$ cat src/rtl/kbdmus_loader.sv
// Framed packet loader between the AVR SPI byte stream and the keyboard/mouse/Kempston
// holding registers. Payloads are collected in a shadow register; strobes fire only after a full packet.
module kbdmus_loader #(
   parameter int TIMEOUT = 4095
) (
   input  logic        fclk,
   input  logic        rst,
   input  logic        frame,
   input  logic [7:0]  in_data,
   input  logic        in_stb,
   output logic [39:0] kbd_out,
   output logic        kbd_stb,
   output logic [7:0]  mus_out,
   output logic        mus_xstb,
   output logic        mus_ystb,
   output logic        mus_btnstb,
   output logic        kj_stb,
   output logic        err
);

   // state    | meaning
   // IDLE     | waiting for a fresh frame rising edge
   // HDR_WAIT | frame open, expecting the header byte
   // KBD      | collecting 5 keyboard bytes
   // MUS      | collecting X, Y, buttons
   // KJ       | collecting the Kempston byte
   // EMIT_K   | loading kbd_out
   // EMIT_X   | presenting mouse X
   // EMIT_Y   | presenting mouse Y
   // EMIT_B   | presenting mouse buttons
   // EMIT_J   | presenting Kempston data
   typedef enum logic [3:0] {
      IDLE, HDR_WAIT, KBD, MUS, KJ, EMIT_K, EMIT_X, EMIT_Y, EMIT_B, EMIT_J
   } state_t;

   localparam int TW = $clog2(TIMEOUT + 1);

   state_t        state, state_nxt;
   logic [2:0]    cnt, cnt_nxt;
   logic [TW-1:0] tmo, tmo_nxt;
   logic [39:0]   shadow, shadow_nxt;
   logic          armed, armed_nxt;
   logic [39:0]   kbd_out_nxt;
   logic [7:0]    mus_out_nxt;
   logic          kbd_stb_nxt, mus_xstb_nxt, mus_ystb_nxt, mus_btnstb_nxt, kj_stb_nxt, err_nxt;
   logic          last_byte, tmo_hit;

   // abort lands on the edge where the idle count would reach TIMEOUT
   assign tmo_hit   = (tmo == TW'(TIMEOUT - 1));
   assign last_byte = (state == KBD && cnt == 3'd4) || (state == MUS && cnt == 3'd2) || (state == KJ);

   always_comb begin
      state_nxt      = state;
      cnt_nxt        = cnt;
      tmo_nxt        = tmo;
      shadow_nxt     = shadow;
      armed_nxt      = armed | ~frame;
      kbd_out_nxt    = kbd_out;
      mus_out_nxt    = mus_out;
      kbd_stb_nxt    = 1'b0;
      mus_xstb_nxt   = 1'b0;
      mus_ystb_nxt   = 1'b0;
      mus_btnstb_nxt = 1'b0;
      kj_stb_nxt     = 1'b0;
      err_nxt        = 1'b0;
      case (state)
         IDLE: begin
            if (frame && armed) begin
               state_nxt = HDR_WAIT;
               armed_nxt = 1'b0;
            end
         end
         HDR_WAIT: begin
            if (!frame) begin
               state_nxt = IDLE;
            end else if (in_stb) begin
               cnt_nxt    = 3'd0;
               tmo_nxt    = '0;
               shadow_nxt = '0;
               case (in_data)
                  8'h01:   state_nxt = KBD;
                  8'h02:   state_nxt = MUS;
                  8'h03:   state_nxt = KJ;
                  default: begin
                     state_nxt = IDLE;
                     err_nxt   = 1'b1;
                  end
               endcase
            end
         end
         KBD, MUS, KJ: begin
            if (!frame || (!in_stb && tmo_hit)) begin
               state_nxt  = IDLE;
               shadow_nxt = '0;
               cnt_nxt    = 3'd0;
               err_nxt    = 1'b1;
            end else if (in_stb) begin
               shadow_nxt = {shadow[31:0], in_data};
               cnt_nxt    = cnt + 3'd1;
               tmo_nxt    = '0;
               if (last_byte) begin
                  case (state)
                     KBD:     state_nxt = EMIT_K;
                     MUS:     state_nxt = EMIT_X;
                     default: state_nxt = EMIT_J;
                  endcase
               end
            end else begin
               tmo_nxt = tmo + TW'(1);
            end
         end
         EMIT_K: begin
            kbd_out_nxt = shadow;
            kbd_stb_nxt = 1'b1;
            state_nxt   = IDLE;
         end
         EMIT_X: begin
            mus_out_nxt  = shadow[23:16];
            mus_xstb_nxt = 1'b1;
            state_nxt    = EMIT_Y;
         end
         EMIT_Y: begin
            mus_out_nxt  = shadow[15:8];
            mus_ystb_nxt = 1'b1;
            state_nxt    = EMIT_B;
         end
         EMIT_B: begin
            mus_out_nxt    = shadow[7:0];
            mus_btnstb_nxt = 1'b1;
            state_nxt      = IDLE;
         end
         EMIT_J: begin
            mus_out_nxt = shadow[7:0];
            kj_stb_nxt  = 1'b1;
            state_nxt   = IDLE;
         end
         default: state_nxt = IDLE;
      endcase
      // emission cannot take a byte; it is dropped and flagged
      if (state inside {EMIT_K, EMIT_X, EMIT_Y, EMIT_B, EMIT_J} && in_stb && frame)
         err_nxt = 1'b1;
   end

   always_ff @(posedge fclk) begin
      if (rst) begin
         state      <= IDLE;
         cnt        <= 3'd0;
         tmo        <= '0;
         shadow     <= '0;
         armed      <= 1'b0;
         kbd_out    <= '0;
         mus_out    <= '0;
         kbd_stb    <= 1'b0;
         mus_xstb   <= 1'b0;
         mus_ystb   <= 1'b0;
         mus_btnstb <= 1'b0;
         kj_stb     <= 1'b0;
         err        <= 1'b0;
      end else begin
         state      <= state_nxt;
         cnt        <= cnt_nxt;
         tmo        <= tmo_nxt;
         shadow     <= shadow_nxt;
         armed      <= armed_nxt;
         kbd_out    <= kbd_out_nxt;
         mus_out    <= mus_out_nxt;
         kbd_stb    <= kbd_stb_nxt;
         mus_xstb   <= mus_xstb_nxt;
         mus_ystb   <= mus_ystb_nxt;
         mus_btnstb <= mus_btnstb_nxt;
         kj_stb     <= kj_stb_nxt;
         err        <= err_nxt;
      end
   end

endmodule

$ cat config.mk
export PLATFORM = sky130hd
export DESIGN_NAME = kbdmus_loader
export DESIGN_NICKNAME = d
export VERILOG_FILES = /design/src/rtl/kbdmus_loader.sv
export SDC_FILE = /design/constraint.sdc
export NUM_CORES = 1
export LEC_CHECK = 0
export BUFFER_PORTS_ARGS = -buffer_cell sky130_fd_sc_hd__clkbuf_2
export CAP_MARGIN = 20
export CORE_MARGIN = 5
export CORE_UTILIZATION = 35
export DETAILED_ROUTE_END_ITERATION = 16
export GPL_TIMING_DRIVEN = 0
export HOLD_SLACK_MARGIN = 0.02
export PLACE_DENSITY = 0.57
export SYNTH_ARGS = -nofsm -noshare
export SYNTH_HDL_FRONTEND = slang
export SYNTH_SLANG_ARGS = --single-unit
$ cat constraint.sdc
create_clock -name fclk -period 1.87 [get_ports fclk]
set_input_delay 0.0935 -clock fclk [delete_from_list [all_inputs] [get_ports fclk]]
set_output_delay 0.0935 -clock fclk [all_outputs]
set_load 0.01 [all_outputs]
==> results.md <==
* Status: finished with violations
* Failing checks: setup timing
* Post-synthesis xor/xnor area fraction at 1.17%
* Grt total ovfl at 0
* Hold Crit Class: in -> reg
* Post-synthesis simple-gate area fraction at 19.0%
* Synth Area in Adders at 1.39%
* Dpl cells at 742
* Vias in the first global route at 3965
* Fin. max-slew vios at 0
* DP HPWL at 8860 um
* Worst-path clk slew at 0.05 ns
* Share of layout cells above drive strength 1 at 27.4%
* Final setup margin at -0.0450 ns
* CTS tree: yes
* Worst Path Required at 2.21 ns
* Ant. Diodes at 0
* Post-route ant nets at 0
* CTS sink cnt at 114
* Final instance area at 6110 um^2
* Leak at 2.38 nW
* DP Area at 5060 um^2
* RSZ-0062 raised after global routing: yes
* Compound-Gate Fraction of Synth Area at 22.9%
* Worst Skew at 0.00856 ns
* Worst path arrival time at 2.26 ns
* Port Buffer Count at 64
* Power per cell area at 1160 nW/um^2
* Final cell count without fillers at 793
* Max-Cap Viols at 0
* DR DRC count at 0
* Hold Startpoint: in_stb
* Synthesized instance count at 506
* Horiz. Die Dim at 123 um
* Drt pass-1 iters at 4
* H-tree depth at 4
* Flops & latches, synth at 114
* Fmax at 522 MHz
* Yosys cell types at 51
* Total track usage at 17.1%
* Die height at 123 um
* Critical Path Start: state[1]$_SDFFE_PP0P_
* Reg2reg start: state[1]$_SDFFE_PP0P_
* Net Count, Synth at 523
* Final critical-path required period at 1.91 ns
* Final Net Count at 629
* Die ar. at 15200 um^2
* Area growth syn-to-layout at 35.7%
* Worst-Skew Late Latency at 0.41 ns
* DR iter-0 viols at 206
* Tcrit/Tclk final at 102%
* Mux share of post-synthesis cell area at 0.667%
* Count of final hold-check violations at 0
* Placer congestion estimate at 0.858
* Final core occ at 48.4%
* WS Path Type: reg -> reg
* Initial antenna violation count at 0
* Largest net degree at the start of global routing at 17
* Hold slack at 0.196 ns
* CTS buffer count at 17
* Predominant post-synthesis flop cell: dfxtp_1
* Setup-failing EPs final at 38
* Internal reg-to-reg setup slack at -0.04 ns
* CTS root buf: clkbuf_16
* CP max FO at 7
* Final setup TNS at -0.706 ns
* Syn avg cell area at 8.89 um^2
* Register area share after synthesis at 50.7%
* Peak VDD IR at 0.558 mV
* CTS Buffer Depth at 2
* Core ar. at 12600 um^2
* Drt total wl at 12700 um
* Largest family of logic cells by synthesized area: compound AO/OA/AOI/OAI gates
* Boundary Pins at 66
* Vias per cell at 5.18
* Post-Syn Area at 4500 um^2
* Site Rows at 41
* CP endpoint kind: flop
* Crit start category: flop
* Total number of vias at 4108
* Tightest Pin Transition at 0.649 ns
* Rel. slew slack at 56.8%
* WL per Instance at 16.0 um
* Post-synth EDFFs at 0
* Layout filler cell count at 1260
* Ys async rst share at 0%
* First-pass GRT wire length at 20100 um
* Ys Warns at 0
* Starting Density at 35.7%
==> cells in the final DEF (no fill, tap or decap), types with 3 or more instances in the layout <==
master	n
nand3b_1	7
nand3_1	7
nand2_1	101
clkbuf_16	20
ha_1	5
o21ai_0	4
clkinv_2	3
nand4_1	3
buf_8	4
inv_1	8
buf_6	4
clkbuf_8	3
a22o_1	41
clkbuf_4	6
nor2b_2	3
clkbuf_1	16
a31oi_1	4
nor2_1	34
xnor2_1	5
a21oi_2	4
dfxtp_2	8
nor3b_2	4
clkbuf_2	67
buf_4	13
dlygate4sd3_1	9
mux2i_1	3
nor4_1	3
buf_2	3
a221oi_1	3
a311oi_1	3
a2bb2oi_1	4
nor3_1	5
dfxtp_1	104
a21oi_1	55
a211oi_1	3
==> cell usage after synthesis (2+ instances only) <==
master | n | area share, %
mux2i_1 | 3 | 0.67
a311oi_1 | 3 | 0.58
buf_2 | 8 | 0.89
o211ai_1 | 2 | 0.33
inv_1 | 9 | 0.75
o21ai_0 | 5 | 0.56
xnor2_1 | 5 | 0.97
ha_1 | 5 | 1.4
nor3b_1 | 6 | 1.0
buf_1 | 3 | 0.25
nor2b_1 | 4 | 0.56
a211oi_1 | 5 | 0.83
and3_1 | 2 | 0.28
nand3_1 | 8 | 0.89
a2bb2oi_1 | 5 | 0.97
a221oi_1 | 4 | 0.78
or3_1 | 2 | 0.28
nand2_1 | 102 | 8.5
or4_1 | 3 | 0.50
nand4_1 | 3 | 0.42
nor2_1 | 34 | 2.8
o22ai_1 | 3 | 0.42
a21oi_1 | 59 | 6.6
o31ai_1 | 3 | 0.50
nor3_1 | 5 | 0.56
a21o_1 | 2 | 0.33
clkbuf_1 | 25 | 2.1
dfxtp_1 | 114 | 51
a31oi_1 | 4 | 0.56
a22o_1 | 41 | 8.0
nor4_1 | 3 | 0.42
nand3b_1 | 7 | 1.2
==> area by class of cell <==
type                    instances  area [um^2]  area share, %
inverters                       9         33.8          0.553
clock inverters                 6         82.6           1.35
well taps                     172          215           3.52
clock buffers                  22          474           7.76
flip-flops and latches        114         2300           37.7
repair buffers                 90          598           9.79
multi-input cells             346         2180           35.7
plain buffers                  34          221           3.63
==> routing by layer <==
| layer | track usage (%) | vias up | share of wire [%] |
|---|---|---|---|
| li1 | - | 2023 | - |
| met3 | 4.44 | 17 | 4.7 |
| met1 | 23.2 | 1957 | 49 |
| met5 | 0 | - | 0 |
| met4 | 6.37 | 0 | 1.5 |
| met2 | 26.2 | 111 | 45 |
==> registers in the layout (all words and copies together), names as in the netlist, 3 cells and up <==
| name | count |
|---|---|
| shadow | 40 |
| mus_out | 8 |
| cnt | 3 |
| tmo | 12 |
| kbd_out | 40 |
| state | 4 |
==> report_power, final <==
part | leakage [nW] | total (W) | internal (W) | switching (W)
combinational | 1.18 | 0.00144 | 0.000548 | 0.000890
clock | 0.274 | 0.00308 | 0.00202 | 0.00105
sequential | 0.924 | 0.00255 | 0.00250 | 0.0000516
total | 2.38 | 0.00706 | 0.00507 | 0.00200
==> path summary, 6_finish.rpt <==
path | cells after the start | endpoint
max | 5 | tmo[8]$_SDFFE_PP0P_
min | 5 | err$_SDFF_PP0_
max reg2reg | 5 | tmo[8]$_SDFFE_PP0P_
min reg2reg | 2 | kbd_out[29]$_SDFFE_PP0P_
==> kinds of logic after synthesis <==
kind of cell,count (synthesis)
multiplexers,3
AO/OA/AOI/OAI,145
flip-flops,114
buffers and inverters,46
AND/OR/NAND/NOR,187
XOR/XNOR,6
adder cells (fa/ha/maj),5
==> timing repair <==
item,in CTS,in global routing
endpoints found under the setup margin,102,107
gates resized for setup,31,46
hold buffers,9,0
cloned,1,3
setup buffers,13,0
pin swaps,9,7
endpoints found under the hold margin,9,0
==> per-stage QoR <==
stage                     worst slack [ns]  power [W]
after floorplan                    -0.0722    0.00341
after global placement              -0.395    0.00370
after detailed placement            -0.400    0.00370
after CTS                          -0.0862    0.00700
after global routing                -0.117    0.00736
final                              -0.0450    0.00706
==> critical path: stages, from the launching register on <==
cell	delay, ns
dfxtp_4	0.36
or2_4	0.25
a221o_2	0.41
a21o_1	0.22
or4_4	0.49
a21oi_2	0.12
No activity file was read; power rests on OpenSTA's default activity.
